<file path="src/rtl/forth_pkg.sv">
// Shared definitions for the forth boot/debug loader: host command codes,
// reply codes, the loader state encoding and a receive-window helper.
package forth_pkg;

  localparam logic [7:0] CMD_LOAD = 8'h4C;
  localparam logic [7:0] CMD_RUN  = 8'h52;
  localparam logic [7:0] CMD_HALT = 8'h48;
  localparam logic [7:0] CMD_PEEK = 8'h50;
  localparam logic [7:0] ACK_BYTE = 8'h06;
  localparam logic [7:0] NAK_BYTE = 8'h15;

  typedef enum logic [3:0] {
    ST_IDLE    = 4'd0,
    ST_HDR     = 4'd1,
    ST_DATA_LO = 4'd2,
    ST_DATA_HI = 4'd3,
    ST_WRITE   = 4'd4,
    ST_ACK     = 4'd5,
    ST_PEEK_A  = 4'd6,
    ST_PEEK_RD = 4'd7,
    ST_PEEK_LO = 4'd8,
    ST_PEEK_HI = 4'd9
  } loader_state_t;

  // States in which the loader is willing to take a host byte.
  function automatic logic rx_open(input loader_state_t st);
    case (st)
      ST_IDLE, ST_HDR, ST_DATA_LO, ST_DATA_HI, ST_PEEK_A: rx_open = 1'b1;
      default:                                           rx_open = 1'b0;
    endcase
  endfunction

endpackage

</file>
<file path="src/rtl/forth_tx_slot.sv">
// Single-entry reply holding register. A byte loaded here is presented on
// tx_data/tx_valid and held stable until the host raises tx_ready.
module forth_tx_slot (
  input  logic       clk,
  input  logic       reset_n,
  input  logic       load,
  input  logic [7:0] load_data,
  output logic [7:0] tx_data,
  output logic       tx_valid,
  input  logic       tx_ready
);

  logic [7:0] data_r;
  logic       valid_r;

  // Capture a reply on load; release the slot once the host has taken it.
  always_ff @(posedge clk or negedge reset_n) begin
    if (!reset_n) begin
      data_r  <= 8'h00;
      valid_r <= 1'b0;
    end else if (load) begin
      data_r  <= load_data;
      valid_r <= 1'b1;
    end else if (valid_r && tx_ready) begin
      valid_r <= 1'b0;
    end else begin
      valid_r <= valid_r;
    end
  end

  assign tx_data  = data_r;
  assign tx_valid = valid_r;

endmodule

</file>
<file path="src/rtl/forth_loader.sv">
// Boot/debug sequencer for the forth core. Parses host commands, writes
// program words into instruction RAM while the core is held in reset and
// controls the core reset line.
// Optional data-RAM peek command is built when FORTH_LOADER_PEEK_EN is defined.
module forth_loader
  import forth_pkg::*;
#(
  parameter int WIDTH       = 16,
  parameter int IADDR_WIDTH = 10,
  parameter int DADDR_WIDTH = 8
) (
  input  logic                   clk,
  input  logic                   reset_n,
  input  logic [7:0]             rx_data,
  input  logic                   rx_valid,
  output logic                   rx_ready,
  output logic [7:0]             tx_data,
  output logic                   tx_valid,
  input  logic                   tx_ready,
  output logic                   cpu_reset,
  output logic [IADDR_WIDTH-1:0] imem_waddr,
  output logic [15:0]            imem_wdata,
  output logic                   imem_we,
  output logic                   dmem_sel,
  output logic [DADDR_WIDTH-1:0] dmem_addr,
  input  logic [WIDTH-1:0]       dmem_rdata
);

  loader_state_t          state_r, state_s;
  logic [IADDR_WIDTH-1:0] addr_r, addr_s;
  logic [15:0]            cnt_r, cnt_s;
  logic [1:0]             hdr_idx_r, hdr_idx_s;
  logic [7:0]             lo_byte_r, lo_byte_s;
  logic                   cpu_reset_r, cpu_reset_s;
  logic                   rx_ready_r;
  logic                   imem_we_r;
  logic [IADDR_WIDTH-1:0] imem_waddr_r;
  logic [15:0]            imem_wdata_r;
  logic                   wr_load_s;
  logic                   tx_load_s;
  logic [7:0]             tx_load_data_s;
  logic                   rx_fire_s;
  logic                   tx_done_s;
  logic [15:0]            word_s;
  logic                   unused_rdata_s;

  assign rx_fire_s      = rx_valid & rx_ready_r;
  assign tx_done_s      = tx_valid & tx_ready;
  // Header fields and data words are little-endian byte pairs.
  assign word_s         = {rx_data, lo_byte_r};
  assign unused_rdata_s = ^dmem_rdata;

`ifdef FORTH_LOADER_PEEK_EN
  logic                   peek_pend_r, peek_pend_s;
  logic [7:0]             peek_hi_r, peek_hi_s;
  logic                   dmem_sel_r;
  logic [DADDR_WIDTH-1:0] dmem_addr_r, peek_addr_s;
`endif

  // Next-state and datapath decode for the command parser.
  always_comb begin
    state_s        = state_r;
    addr_s         = addr_r;
    cnt_s          = cnt_r;
    hdr_idx_s      = hdr_idx_r;
    lo_byte_s      = lo_byte_r;
    cpu_reset_s    = cpu_reset_r;
    wr_load_s      = 1'b0;
    tx_load_s      = 1'b0;
    tx_load_data_s = 8'h00;
`ifdef FORTH_LOADER_PEEK_EN
    peek_pend_s    = peek_pend_r;
    peek_hi_s      = peek_hi_r;
    peek_addr_s    = dmem_addr_r;
`endif
    case (state_r)
      ST_IDLE: begin
        if (rx_fire_s) begin
          case (rx_data)
            CMD_LOAD: begin
              cpu_reset_s = 1'b1;
              hdr_idx_s   = 2'd0;
              state_s     = ST_HDR;
            end
            CMD_RUN:  cpu_reset_s = 1'b0;
            CMD_HALT: cpu_reset_s = 1'b1;
`ifdef FORTH_LOADER_PEEK_EN
            CMD_PEEK: state_s = ST_PEEK_A;
`endif
            default:  state_s = ST_IDLE;
          endcase
        end else begin
          state_s = ST_IDLE;
        end
      end
      ST_HDR: begin
        if (rx_fire_s) begin
          hdr_idx_s = hdr_idx_r + 2'd1;
          case (hdr_idx_r)
            2'd0: lo_byte_s = rx_data;
            2'd1: addr_s = word_s[IADDR_WIDTH-1:0];
            2'd2: lo_byte_s = rx_data;
            default: begin
              cnt_s = word_s;
              if (word_s == 16'd0) begin
                state_s        = ST_ACK;
                tx_load_s      = 1'b1;
                tx_load_data_s = ACK_BYTE;
              end else begin
                state_s = ST_DATA_LO;
              end
            end
          endcase
        end else begin
          hdr_idx_s = hdr_idx_r;
        end
      end
      ST_DATA_LO: begin
        if (rx_fire_s) begin
          lo_byte_s = rx_data;
          state_s   = ST_DATA_HI;
        end else begin
          state_s = ST_DATA_LO;
        end
      end
      ST_DATA_HI: begin
        if (rx_fire_s) begin
          wr_load_s = 1'b1;
          state_s   = ST_WRITE;
        end else begin
          state_s = ST_DATA_HI;
        end
      end
      ST_WRITE: begin
        addr_s = addr_r + {{(IADDR_WIDTH-1){1'b0}}, 1'b1};
        cnt_s  = cnt_r - 16'd1;
        if (cnt_r == 16'd1) begin
          state_s        = ST_ACK;
          tx_load_s      = 1'b1;
          tx_load_data_s = ACK_BYTE;
        end else begin
          state_s = ST_DATA_LO;
        end
      end
      ST_ACK: begin
        if (tx_done_s) begin
          state_s = ST_IDLE;
        end else begin
          state_s = ST_ACK;
        end
      end
`ifdef FORTH_LOADER_PEEK_EN
      ST_PEEK_A: begin
        if (rx_fire_s) begin
          if (cpu_reset_r) begin
            peek_addr_s = DADDR_WIDTH'(rx_data);
            state_s     = ST_PEEK_RD;
          end else begin
            // Core owns the data RAM while running: refuse instead of stealing the port.
            tx_load_s      = 1'b1;
            tx_load_data_s = NAK_BYTE;
            state_s        = ST_PEEK_HI;
          end
        end else begin
          state_s = ST_PEEK_A;
        end
      end
      ST_PEEK_RD: begin
        peek_pend_s = 1'b1;
        state_s     = ST_PEEK_LO;
      end
      ST_PEEK_LO: begin
        if (peek_pend_r) begin
          // Read data is valid in the cycle after the address was presented.
          peek_pend_s    = 1'b0;
          peek_hi_s      = dmem_rdata[15:8];
          tx_load_s      = 1'b1;
          tx_load_data_s = dmem_rdata[7:0];
        end else if (tx_done_s) begin
          tx_load_s      = 1'b1;
          tx_load_data_s = peek_hi_r;
          state_s        = ST_PEEK_HI;
        end else begin
          state_s = ST_PEEK_LO;
        end
      end
      ST_PEEK_HI: begin
        if (tx_done_s) begin
          state_s = ST_IDLE;
        end else begin
          state_s = ST_PEEK_HI;
        end
      end
`endif
      default: state_s = ST_IDLE;
    endcase
  end

  // State, datapath and registered output update.
  always_ff @(posedge clk or negedge reset_n) begin
    if (!reset_n) begin
      state_r      <= ST_IDLE;
      addr_r       <= '0;
      cnt_r        <= 16'd0;
      hdr_idx_r    <= 2'd0;
      lo_byte_r    <= 8'h00;
      cpu_reset_r  <= 1'b1;
      rx_ready_r   <= 1'b1;
      imem_we_r    <= 1'b0;
      imem_waddr_r <= '0;
      imem_wdata_r <= 16'h0000;
    end else begin
      state_r     <= state_s;
      addr_r      <= addr_s;
      cnt_r       <= cnt_s;
      hdr_idx_r   <= hdr_idx_s;
      lo_byte_r   <= lo_byte_s;
      cpu_reset_r <= cpu_reset_s;
      rx_ready_r  <= rx_open(state_s);
      imem_we_r   <= wr_load_s;
      if (wr_load_s) begin
        imem_waddr_r <= addr_r;
        imem_wdata_r <= word_s;
      end else begin
        imem_waddr_r <= imem_waddr_r;
        imem_wdata_r <= imem_wdata_r;
      end
    end
  end

`ifdef FORTH_LOADER_PEEK_EN
  // Peek bookkeeping and the data-RAM address override.
  always_ff @(posedge clk or negedge reset_n) begin
    if (!reset_n) begin
      peek_pend_r <= 1'b0;
      peek_hi_r   <= 8'h00;
      dmem_sel_r  <= 1'b0;
      dmem_addr_r <= '0;
    end else begin
      peek_pend_r <= peek_pend_s;
      peek_hi_r   <= peek_hi_s;
      dmem_sel_r  <= (state_s == ST_PEEK_RD);
      dmem_addr_r <= (state_s == ST_PEEK_RD) ? peek_addr_s : '0;
    end
  end

  assign dmem_sel  = dmem_sel_r;
  assign dmem_addr = dmem_addr_r;
`else
  assign dmem_sel  = 1'b0;
  assign dmem_addr = '0;
`endif

  forth_tx_slot u_tx_slot (
    .clk       (clk),
    .reset_n   (reset_n),
    .load      (tx_load_s),
    .load_data (tx_load_data_s),
    .tx_data   (tx_data),
    .tx_valid  (tx_valid),
    .tx_ready  (tx_ready)
  );

  assign rx_ready   = rx_ready_r;
  assign cpu_reset  = cpu_reset_r;
  assign imem_we    = imem_we_r;
  assign imem_waddr = imem_waddr_r;
  assign imem_wdata = imem_wdata_r;

endmodule

</file>
<file path="config.mk">
export PLATFORM = sky130hd
export DESIGN_NAME = forth_loader
export DESIGN_NICKNAME = d
export VERILOG_FILES = /design/src/rtl/forth_pkg.sv /design/src/rtl/forth_tx_slot.sv /design/src/rtl/forth_loader.sv
export SDC_FILE = /design/constraint.sdc
export NUM_CORES = 1
export LEC_CHECK = 0
export BUFFER_PORTS_ARGS = -buffer_cell sky130_fd_sc_hd__buf_4
export CAP_MARGIN = 10
export CELL_PAD_IN_SITES_DETAIL_PLACEMENT = 0
export CELL_PAD_IN_SITES_GLOBAL_PLACEMENT = 1
export CORE_UTILIZATION = 45
export DETAILED_ROUTE_END_ITERATION = 10
export HOLD_SLACK_MARGIN = 0.02
export PLACE_DENSITY_LB_ADDON = 0.1
export RECOVER_POWER = 25
export REMOVE_ABC_BUFFERS = 1
export SYNTH_ARGS = -nofsm -noshare
export SYNTH_HDL_FRONTEND = slang
export SYNTH_HIERARCHICAL = 1
export SYNTH_SLANG_ARGS = --single-unit
</file>
<file path="constraint.sdc">
create_clock -name clk -period 6.1 [get_ports clk]
set_clock_uncertainty 0.15 [all_clocks]
set_input_delay 0.61 -clock clk [delete_from_list [all_inputs] [get_ports clk]]
set_output_delay 0.61 -clock clk [all_outputs]
set_load 0.01 [all_outputs]
</file>
# After elaboration in Yosys (flattened, before gate mapping)
# Cells that the tools add are included.
[word_totals]
ff_bits = 78
inputBits = 28
output_inout_bits = 47
wordCells = 99
[classes]
n_addsub = 3
n_eq_ne = 22
mux = 40
bitwise = 2
n_reduce_logical = 20
[op_table]
columns = ["cell", "count"]
rows = [
  ["16-bit 2-to-1 mux", 2],
  ["16-bit case mux with 2 select lines", 1],
  ["8-bit by 7-bit == test with 1-bit output, second input constant", 3],
  ["3-bit 2-to-1 mux", 8],
  ["8-bit 2-to-1 mux", 3],
  ["4-bit case mux with 6 select lines", 1],
  ["10-bit 2-to-1 mux", 2],
  ["10-bit case mux with 2 select lines", 1],
  ["16-bit by 1-bit == test with 1-bit output, second input constant", 1],
  ["4-bit by 2-bit == test with 1-bit output, second input constant", 4],
  ["16-bit logical NOT", 1],
  ["8-bit case mux with 2 select lines", 1],
  ["16-bit by 1-bit subtractor with 16-bit output, second input constant", 1],
  ["4-bit by 3-bit == test with 1-bit output, second input constant", 3],
  ["4-bit 2-to-1 mux", 3],
  ["10-bit by 1-bit adder with 10-bit output, second input constant", 1],
  ["1-bit 2-to-1 mux", 10],
  ["2-bit != test, second input constant", 5],
  ["2-bit nonzero test", 5],
  ["3-bit AND reduction", 3],
  ["4-bit by 1-bit == test with 1-bit output, second input constant", 2],
  ["4-bit logical NOT", 2],
  ["4-bit case mux with 2 select lines", 1],
  ["4-bit AND reduction", 2],
  ["other kinds (14)", 21],
]

# Longest topological paths before layout
# Gate-level depths: netlist of run 1.
[depth]
ltp_word = 8
mapped_depth = 7
mapped_depth_nobuf = 6

# Hierarchy
# Netlist of run 1, hierarchy kept.
[modules_own_cells]
columns = ["mod", "n_inst", "cells_per_inst", "area_per_inst_um2", "seq_area_each_um2"]
rows = [
  ["forth_loader", 1, 324, 3502.1, 1729.2],
  ["forth_tx_slot", 1, 20, 369.1, 225.2],
]

# Worst setup path after synthesis of run 1
# OpenSTA, ideal clock, no wires.
[synth_timing]
kind = "input to register"
start = "input rx_valid"
end = "register u_tx_slot.data_r[0] (netlist: u_tx_slot/tx_data[0])"
setup_ps = 125
t_arrival_ps = 2115
required_ps = 5825
slack_ps = 3710
path_stages = 6
n_path_buf = 2
cell_sequence = "nand4bb_1 or2_2 buf_2 o32ai_2 buf_6 mux2_4"
[synth_via]
elab_chain_len = 3
[synth_lines]
columns = ["item", "line", "source"]
rows = [
  ["start, declared", "forth_loader.sv:15", "input logic rx_valid,"],
  ["1-bit AND", "forth_loader.sv:47", "assign rx_fire_s = rx_valid & rx_ready_r;"],
  ["1-bit 2-to-1 mux", "forth_loader.sv:97", "if (rx_fire_s) begin"],
  ["1-bit case mux with 2 select lines", "forth_loader.sv:76", "case (state_r)"],
  ["named net tx_load_s", "forth_loader.sv:40", "logic tx_load_s;"],
  ["end signal, assigned", "forth_tx_slot.sv:22", "data_r <= load_data;"],
  ["end, declared", "forth_tx_slot.sv:13", "logic [7:0] data_r;"],
]
# The timed path passes the listed nets, and every way through them passes these cells.
# A chain may end at the register's enable or synchronous reset.

# Final worst setup path of run 1
[layout_timing]
start = "register state_r[0]"
end = "register cnt_r[12]"
[layout_via]
elab_chain_len = 3
[layout_lines]
columns = ["item", "line", "source"]
rows = [
  ["start, declared", "forth_loader.sv:29", "loader_state_t state_r, state_s;"],
  ["start signal, assigned", "forth_loader.sv:213", "state_r <= state_s;"],
  ["4-bit by 1-bit == test with 1-bit output / 4-bit by 3-bit == test with 1-bit output (equally long branches)", "forth_loader.sv:76", ""],
  ["2-bit != test (no line) / 2-bit nonzero test (equally long branches)", "n/a", ""],
  ["3-bit AND reduction (no line)", "n/a", ""],
  ["end signal, assigned", "forth_loader.sv:215", "cnt_r <= cnt_s;"],
  ["end, declared", "forth_loader.sv:31", "logic [15:0] cnt_r, cnt_s;"],
]
# Parallel ways exist; a longest one is shown, timed or not.

==> metrics.md, run 1 <==
| Metric | Value |
|---|---|
| Status | finished, final reports clean |
| Type of origin of the critical path | register |
| Synthesized area | approximately 3900 um^2 |
| Ys Warns | 6 |
| Clock tree buffer depth | 2 |
| CP Capture Type | register |
| H-tree levels | 3 |
| Post-CTS Setup Inserts | 0 |
| R2r startpoint | state_r[0]$_DFF_PN0_ |
| Root Buffer | clkbuf_8 |
| Crit Path Max Fanout | 18 |
| Worst R2R End | cnt_r[12]$_DFFE_PN0P_ |
| Top-level port count | 75 |
| Post-layout net count | 432 |
| Maxcap violations | 0 |
| # DRC | 0 |
| Number of synthesized flops with an enable pin | 0 |
| Area grow syn2layout | 16.0% |
| Clk Latency, worst-skew pair | between 0.3 and 0.4 ns |
| Sequential cell area | roughly 2000 um^2 |
| Die ar. | 8980 um^2 |
| Final Max Slew Viols | 0 |
| Global-route wire length before repair | 14.4 mm |
| RSZ-0062 raised after global routing | false |
| Drt wl/cell | 17.2 um |
| Period utilization | 44.2% |
| Antenna viol nets, final | 0 |
| Leading area contributor after synthesis | dfrtp_1 |
| Pre-antenna DRT Iters | 4 |
| Largest net degree at the start of global routing | 79 |
| Worst slack, placed | 3.47 ns |
| Post-Syn Instances | 344 |
| Multi-input logic area | 1800 um^2 |
| Yosys cell types | 61 |
| Synth area leaders | dfrtp_1, mux2_2, mux2_4 |
| Total track usage | 21.6% |
| Drt via density | 5.65 |
| Fmax | 0.371 GHz |
| Worst min-delay path class | in2async |
| Final setup fails | 0 |
| Post-route insts no fill | 507 |
| Synth cell count leaders | dfrtp_1, mux2_2, nor2_1, nand2_1, a21oi_1 |
| Starting density of the core | 46.9% |
| Flop2flop setup slack | 3.41 ns |
| Fraction of layout cells with a size suffix above 1 | a little under a third |
| GP Congestion | 0.780 |
| Cell Count Post-Placement | 491 |
| Core box area | around 8300 um^2 |
| Post-route setup slack | 3.41 ns |
| DP HPWL | 5.85 mm |
| Global route overflow | 0 |
| Syn_area_per_cell | 11.3 um^2 |
| CP Launch Point | state_r[0]$_DFF_PN0_ |
| Final hold vios | 0 |
| WP data required | just over 6 ns |
| Post-synth top flop | dfrtp_1 |
| Tightest Pin Transition | 0.978 ns |
| Synthesized flop and latch total | between 70 and 80 |
| Initial antenna violation count | 0 |
| Ys async rst share | 100% |
| Maximum VDD drop | ~120 uV |
| Row cnt | 33 |
| CTS tree | built |
| Chip width | ~95 um |
| TNS Setup | 0 ns |
| Most frequent cell after synthesis | dfrtp_1 |
| CTS clk-pin slew, worst paths | 0.08 ns |
| Sinks on Clock Net | 78 |
| CTS Hold Bufs | 0 |
| Input/output buffers | 49 |
| Via count | 2864 |
| Vias in the first global route | 2824 |
| Fillcell total | 755 |
| CTS Buf Count | 9 |
| WL final | 8.72 mm |
| Pwr/cell area | just over 200 nW/um^2 |
| Final min period | 2.69 ns |
| Post-CTS sizing | 0 |
| Drt first-iter violations | 142 |
| Chip Height | about 95 um |
| Reg2Reg Depth | 4 |
| Worst slew margin | 34.8% |
| Crit path to | cnt_r[12]$_DFFE_PN0P_ |
| Synth top area share | roughly half |
| Sequential share of the synthesized area | 50.5% |
| Leakage power | 0.00214 uW |
| Worst EP arrival | 2.81 ns |
| Antenna Cells | 0 |
| Critical path class | reg2reg |
registers in the layout (all words and copies together) (netlist names), 2 cells and up:
| register | flops |
|---|---|
| hdr_idx_r | 2 |
| u_tx_slot/tx_data | 8 |
| state_r | 4 |
| imem_wdata | 16 |
| imem_waddr | 10 |
| lo_byte_r | 8 |
| cnt_r | 16 |
| addr_r | 10 |
worst max-delay path, cell delays in order, from the launching register on:
cell and delay [ns]:
dfrtp_1 0.54, or4b_1 0.93, o21ai_1 0.53, o21ai_0 0.20, a211oi_1 0.26
cell families after synthesis:
group,after synthesis,synth area share (%)
buffers and inverters,34,4.56
XOR/XNOR,1,0.226
AND/OR/NAND/NOR,114,16.8
multiplexers,47,14.3
adder cells (fa/ha/maj),7,2.26
flip-flops,78,50.5
AO/OA/AOI/OAI,62,11.2
other,1,0.0969
area by class of cell:
class | instances | area share [%]
timing repair buffer | 52 | 8.70
sequential | 78 | 43.5
clock buffer | 9 | 2.76
tap | 105 | 2.93
inverter | 9 | 0.753
clock inverter | 7 | 1.31
multi-input combinational | 247 | 40.0
report_power, final:
part | internal [uW] | switching (uW)
clock | 153 | 210
sequential | 521 | 4.01
combinational | 13.5 | 25.7
stage by stage:
| stage | hold slack, ns | util (%) | power (uW) | area [um^2] |
|---|---|---|---|---|
| global placement | 0.312 | 52.2 | 575 | 4310 |
| finish | 0.261 | 54.4 | 927 | 4490 |
| CTS | 0.313 | 54.4 | 937 | 4490 |
| detailed placement | 0.307 | 52.2 | 575 | 4310 |
| global route | 0.341 | 54.4 | 964 | 4490 |
| floorplan | 0.164 | - | 546 | 3780 |
layer usage:
metal / vias up / wire length, um / part of all wire [%] / track usage (%)
li1: 1355 / - / - / -
met1: 1444 / 4370 / 50 / 31.4
met2: 54 / 3980 / 46 / 32.1
met3: 11 / 257 / 2.9 / 4.03
met4: 0 / 120 / 1.4 / 7.45
met5: - / 0 / 0 / 0
layout by cell type, fill, tap and decap left out, types with 3 or more instances in the layout:
cell,synthesis,routed
o21ai_0,10,10
nor4_1,7,7
buf_4,9,52
inv_1,9,9
mux2i_1,5,5
conb_1,1,16
nand3_1,12,12
ha_1,7,7
nor3_1,10,10
clkinv_4,0,3
clkbuf_8,0,9
nor2_1,23,23
nand4_1,8,8
a21oi_1,16,16
nand2b_1,3,3
or3_1,4,4
a211oi_1,5,5
o221a_2,5,5
nand2_1,18,18
o211ai_1,4,4
mux2_4,8,8
o22ai_1,3,3
or4_1,5,5
and3_1,7,7
mux2_2,34,34
dfrtp_1,76,76
how the worst min path moves through the flow:
stage,from,to
finish,reset_n,cnt_r[9]$_DFFE_PN0P_
global route,reset_n,cnt_r[9]$_DFFE_PN0P_
CTS,reset_n,imem_waddr[8]$_DFFE_PN0P_
detailed placement,cpu_reset$_DFFE_PN1P_,cpu_reset$_DFFE_PN1P_
global placement,cpu_reset$_DFFE_PN1P_,cpu_reset$_DFFE_PN1P_
floorplan,reset_n,addr_r[0]$_DFFE_PN0P_
Power figures use the tool's default switching activity.
==> run 2: changes to the inputs <==
CORE_UTILIZATION = 44   (was 45)
clock period = 2.72 ns   (was 6.1 ns; I/O delays follow)
==> run 2 against run 1 <==
Net effect: critical path depth is 1 higher; routed wire length is 0.19% higher; cell count is 1.4% higher; first-iteration DRC count is 0.70% lower; highest routed layer unchanged; sequential power is 120% higher; utilization is 0.15 points higher; sequential share of layout area is 0.76 points lower; clock-buffer cell count stayed put.
==> metrics.md, run 2 (same netlist as run 1, synthesis figures left out) <==
| Metric | Value |
|---|---|
| Status | finished, final reports clean |
| R2r startpoint | state_r[1]$_DFF_PN0_ |
| Seq pwr share | 53.4% (-3.2 points) |
| Clock tree buffer depth | 2 (unchanged) |
| Antenna viol nets, final | 0 (unchanged) |
| Period utilization | 86.0% (+42 points) |
| CP Cell Sequence | or4b_1 > buf_4 > nor4_1 > nor3_1 > a211oi_1 |
| Chip width | 95.8 um (+1.1%) |
| Slowest stage delay, CP | 0.68 ns (-0.25 ns) |
| Worst hold slack | 0.0624 ns (-0.198 ns) |
| Pre-antenna DRT Iters | 4 (unchanged) |
| Worst min-delay path class | in2reg |
| Internal power | 1710 uW (+150%) |
| WL final | 8.74 mm (+0.19%) |
| Core box area | 8380 um^2 (+1.5%) |
| Input/output buffers | 49 (unchanged) |
| Leakage power | 0.00218 uW (+1.9%) |
| Area grow syn2layout | 18.0% |
| Die ar. | 9180 um^2 (+2.2%) |
| Type of origin of the critical path | register |
| WHS Path Cells | 2 |
| Final Max Slew Viols | 0 (unchanged) |
| TNS Setup | 0 ns (unchanged) |
| Worst slew margin | 21.1% (-14 points) |
| CP bufs+invs | 1 (+1) |
| Maximum VDD drop | 220 uV (+89%) |
| Row cnt | 33 (unchanged) |
| Chip Height | 95.8 um (+1.1%) |
| Drt first-iter violations | 141 (-0.70%) |
| WP data required | 2.82 ns (-3.39 ns) |
| Crit Path Max Fanout | 14 (-4) |
| Post-CTS sizing | 0 (unchanged) |
| Global route overflow | 0 (unchanged) |
| CTS Hold Bufs | 1 (+1) |
| Worst slack, placed | 0.418 ns (-3.05 ns) |
| Post-route cell area | 4570 um^2 (+1.8%) |
| Post-layout net count | 440 (+1.9%) |
| Clk Latency, worst-skew pair | 0.34 ns (-0.02 ns) |
| CP Launch Point | state_r[1]$_DFF_PN0_ |
| Critical path class | reg2reg |
| Commonest non-fill, non-tap cell in the layout | dfrtp_1 |
| Vias in the first global route | 2706 (-4.2%) |
| # DRC | 0 (unchanged) |
| Drt wl/cell | 17.0 um (-1.2%) |
| Top-level port count | 75 (unchanged) |
| Starting density of the core | 46.2% (-0.69 points) |
| Most frequent cells in the layout | dfrtp_1, buf_4, mux2_2, nor2_1, nand2_1 |
| Post-CTS Setup Inserts | 0 (unchanged) |
| Via count | 2911 (+1.6%) |
| Initial antenna violation count | 0 (unchanged) |
| Logic gate share of total power | 4.1% (about the same) |
| Fmax | 0.428 GHz (+15%) |
| Instance count on the critical path | 5 (+1) |
| Sw Share | 22.3% (-3.6 points) |
| Global-route wire length before repair | 14.4 mm (-0.38%) |
| Flop2flop setup slack | 0.38 ns (-3.02 ns) |
| Post-route setup slack | 0.381 ns (-3.02 ns) |
| Final min period | 2.34 ns (-0.356 ns) |
| Largest net degree at the start of global routing | 49 (-38%) |
| Maxcap violations | 0 (unchanged) |
| Post-DP Area | 4360 um^2 (+1.2%) |
| Pwr/cell area | 482 nW/um^2 (+130%) |
| Post-route insts no fill | 514 (+1.4%) |
| Drt via density | 5.66 (+0.26%) |
| Total track usage | 21.0% (-0.55 points) |
| Antenna Cells | 0 (unchanged) |
| Worst R2R End | cnt_r[10]$_DFFE_PN0P_ |
| Final setup fails | 0 (unchanged) |
| H-tree levels | 3 (unchanged) |
| CTS Buf Count | 9 (unchanged) |
| GP Congestion | 0.809 (+3.7%) |
| Crit path to | cnt_r[10]$_DFFE_PN0P_ |
| Final hold vios | 0 (unchanged) |
| CTS clk-pin slew, worst paths | 0.08 ns (about the same) |
| CTS tree | built |
| Clock network fraction of design power | 42.4% (+3.2 points) |
| Reg2Reg Depth | 5 (+1) |
| CP Capture Type | register |
| Cell Count Post-Placement | 498 (+1.4%) |
| Sinks on Clock Net | 78 (unchanged) |
| Fraction of layout cells with a size suffix above 1 | 31.5% (+0.45 points) |
| Worst EP arrival | 2.44 ns (-0.37 ns) |
| Largest delay share family, worst path | simple AND/OR/NAND/NOR gates |
| NetSw | 490 uW (+100%) |
| Slowest CP cell | or4b_1 |
| Root Buffer | clkbuf_8 |
| DP HPWL | 6.04 mm (+3.2%) |
| RSZ-0062 raised after global routing | false |
| Tightest Pin Transition | 1.18 ns (+0.205 ns) |
-- run 2: cell types whose count changed in the layout (fill, tap and decap cells not counted) --
| cell | delta |
|---|---|
| clkinv_2 | +1 |
| clkbuf_2 | +1 |
| clkbuf_1 | +2 |
| clkinv_4 | -3 |
| dlygate4sd3_1 | +1 |
| bufinv_16 | +2 |
| buf_4 | +4 |
| inv_8 | -1 |
-- run 2: worst reg2reg max path, delay by kind of cell (launching register included) --
kind                   cells  cell delay, ns
and+or+nand+nor            3            1.12
DFF                        1            0.51
buffers and inverters      1            0.25
AOI/OAI and AO/OA          1            0.23
-- run 2: routing by layer --
metal | vias to the layer above | part of all wire, % | global-route usage, %
met1 | 1442 | 48 | 30.3
met4 | 0 | 1.2 | 7.21
met2 | 85 | 45 | 31.5
met5 | - | 0 | 0
li1 | 1374 | - | -
met3 | 10 | 5.6 | 4.19
-- run 2: through the flow --
stage | utilization, % | power, uW
after floorplan | - | 1230
after global placement | 52.0 | 1290
after detailed placement | 52.0 | 1290
after CTS | 54.6 | 2230
after global routing | 54.5 | 2290
final | 54.5 | 2200
-- run 2: power by group through the flow --
stage | registers, uW | logic (uW) | clock network [uW]
2_1_floorplan | 1200 | 26.2 | 0
3_3_place_gp | 1200 | 91.5 | 0
3_5_place_dp | 1200 | 92.2 | 0
4_1_cts | 1180 | 93.8 | 956
5_1_grt | 1180 | 104 | 1010
6_report | 1180 | 90.9 | 935
-- run 2: worst min-delay path by stage --
stage	from	endpoint	slack, ns
5_1_grt	rx_data[5]	lo_byte_r[5]$_DFFE_PN0P_	0.06
6_report	rx_data[5]	lo_byte_r[5]$_DFFE_PN0P_	0.06
2_1_floorplan	reset_n	addr_r[0]$_DFFE_PN0P_	-0.17
3_5_place_dp	reset_n	cnt_r[7]$_DFFE_PN0P_	0.18
3_3_place_gp	reset_n	cnt_r[7]$_DFFE_PN0P_	0.18
4_1_cts	rx_data[5]	lo_byte_r[5]$_DFFE_PN0P_	0.05
-- run 2: layout make-up --
| class | instances | area (um^2) |
|---|---|---|
| Multi-Input combinational cell | 247 | 1800 |
| Sequential cell | 78 | 1950 |
| Tap cell | 105 | 131 |
| Timing Repair Buffer | 60 | 443 |
| Clock buffer | 9 | 124 |
| Fill cell | 754 | 3810 |
| Inverter | 9 | 33.8 |
| Clock inverter | 6 | 86.3 |
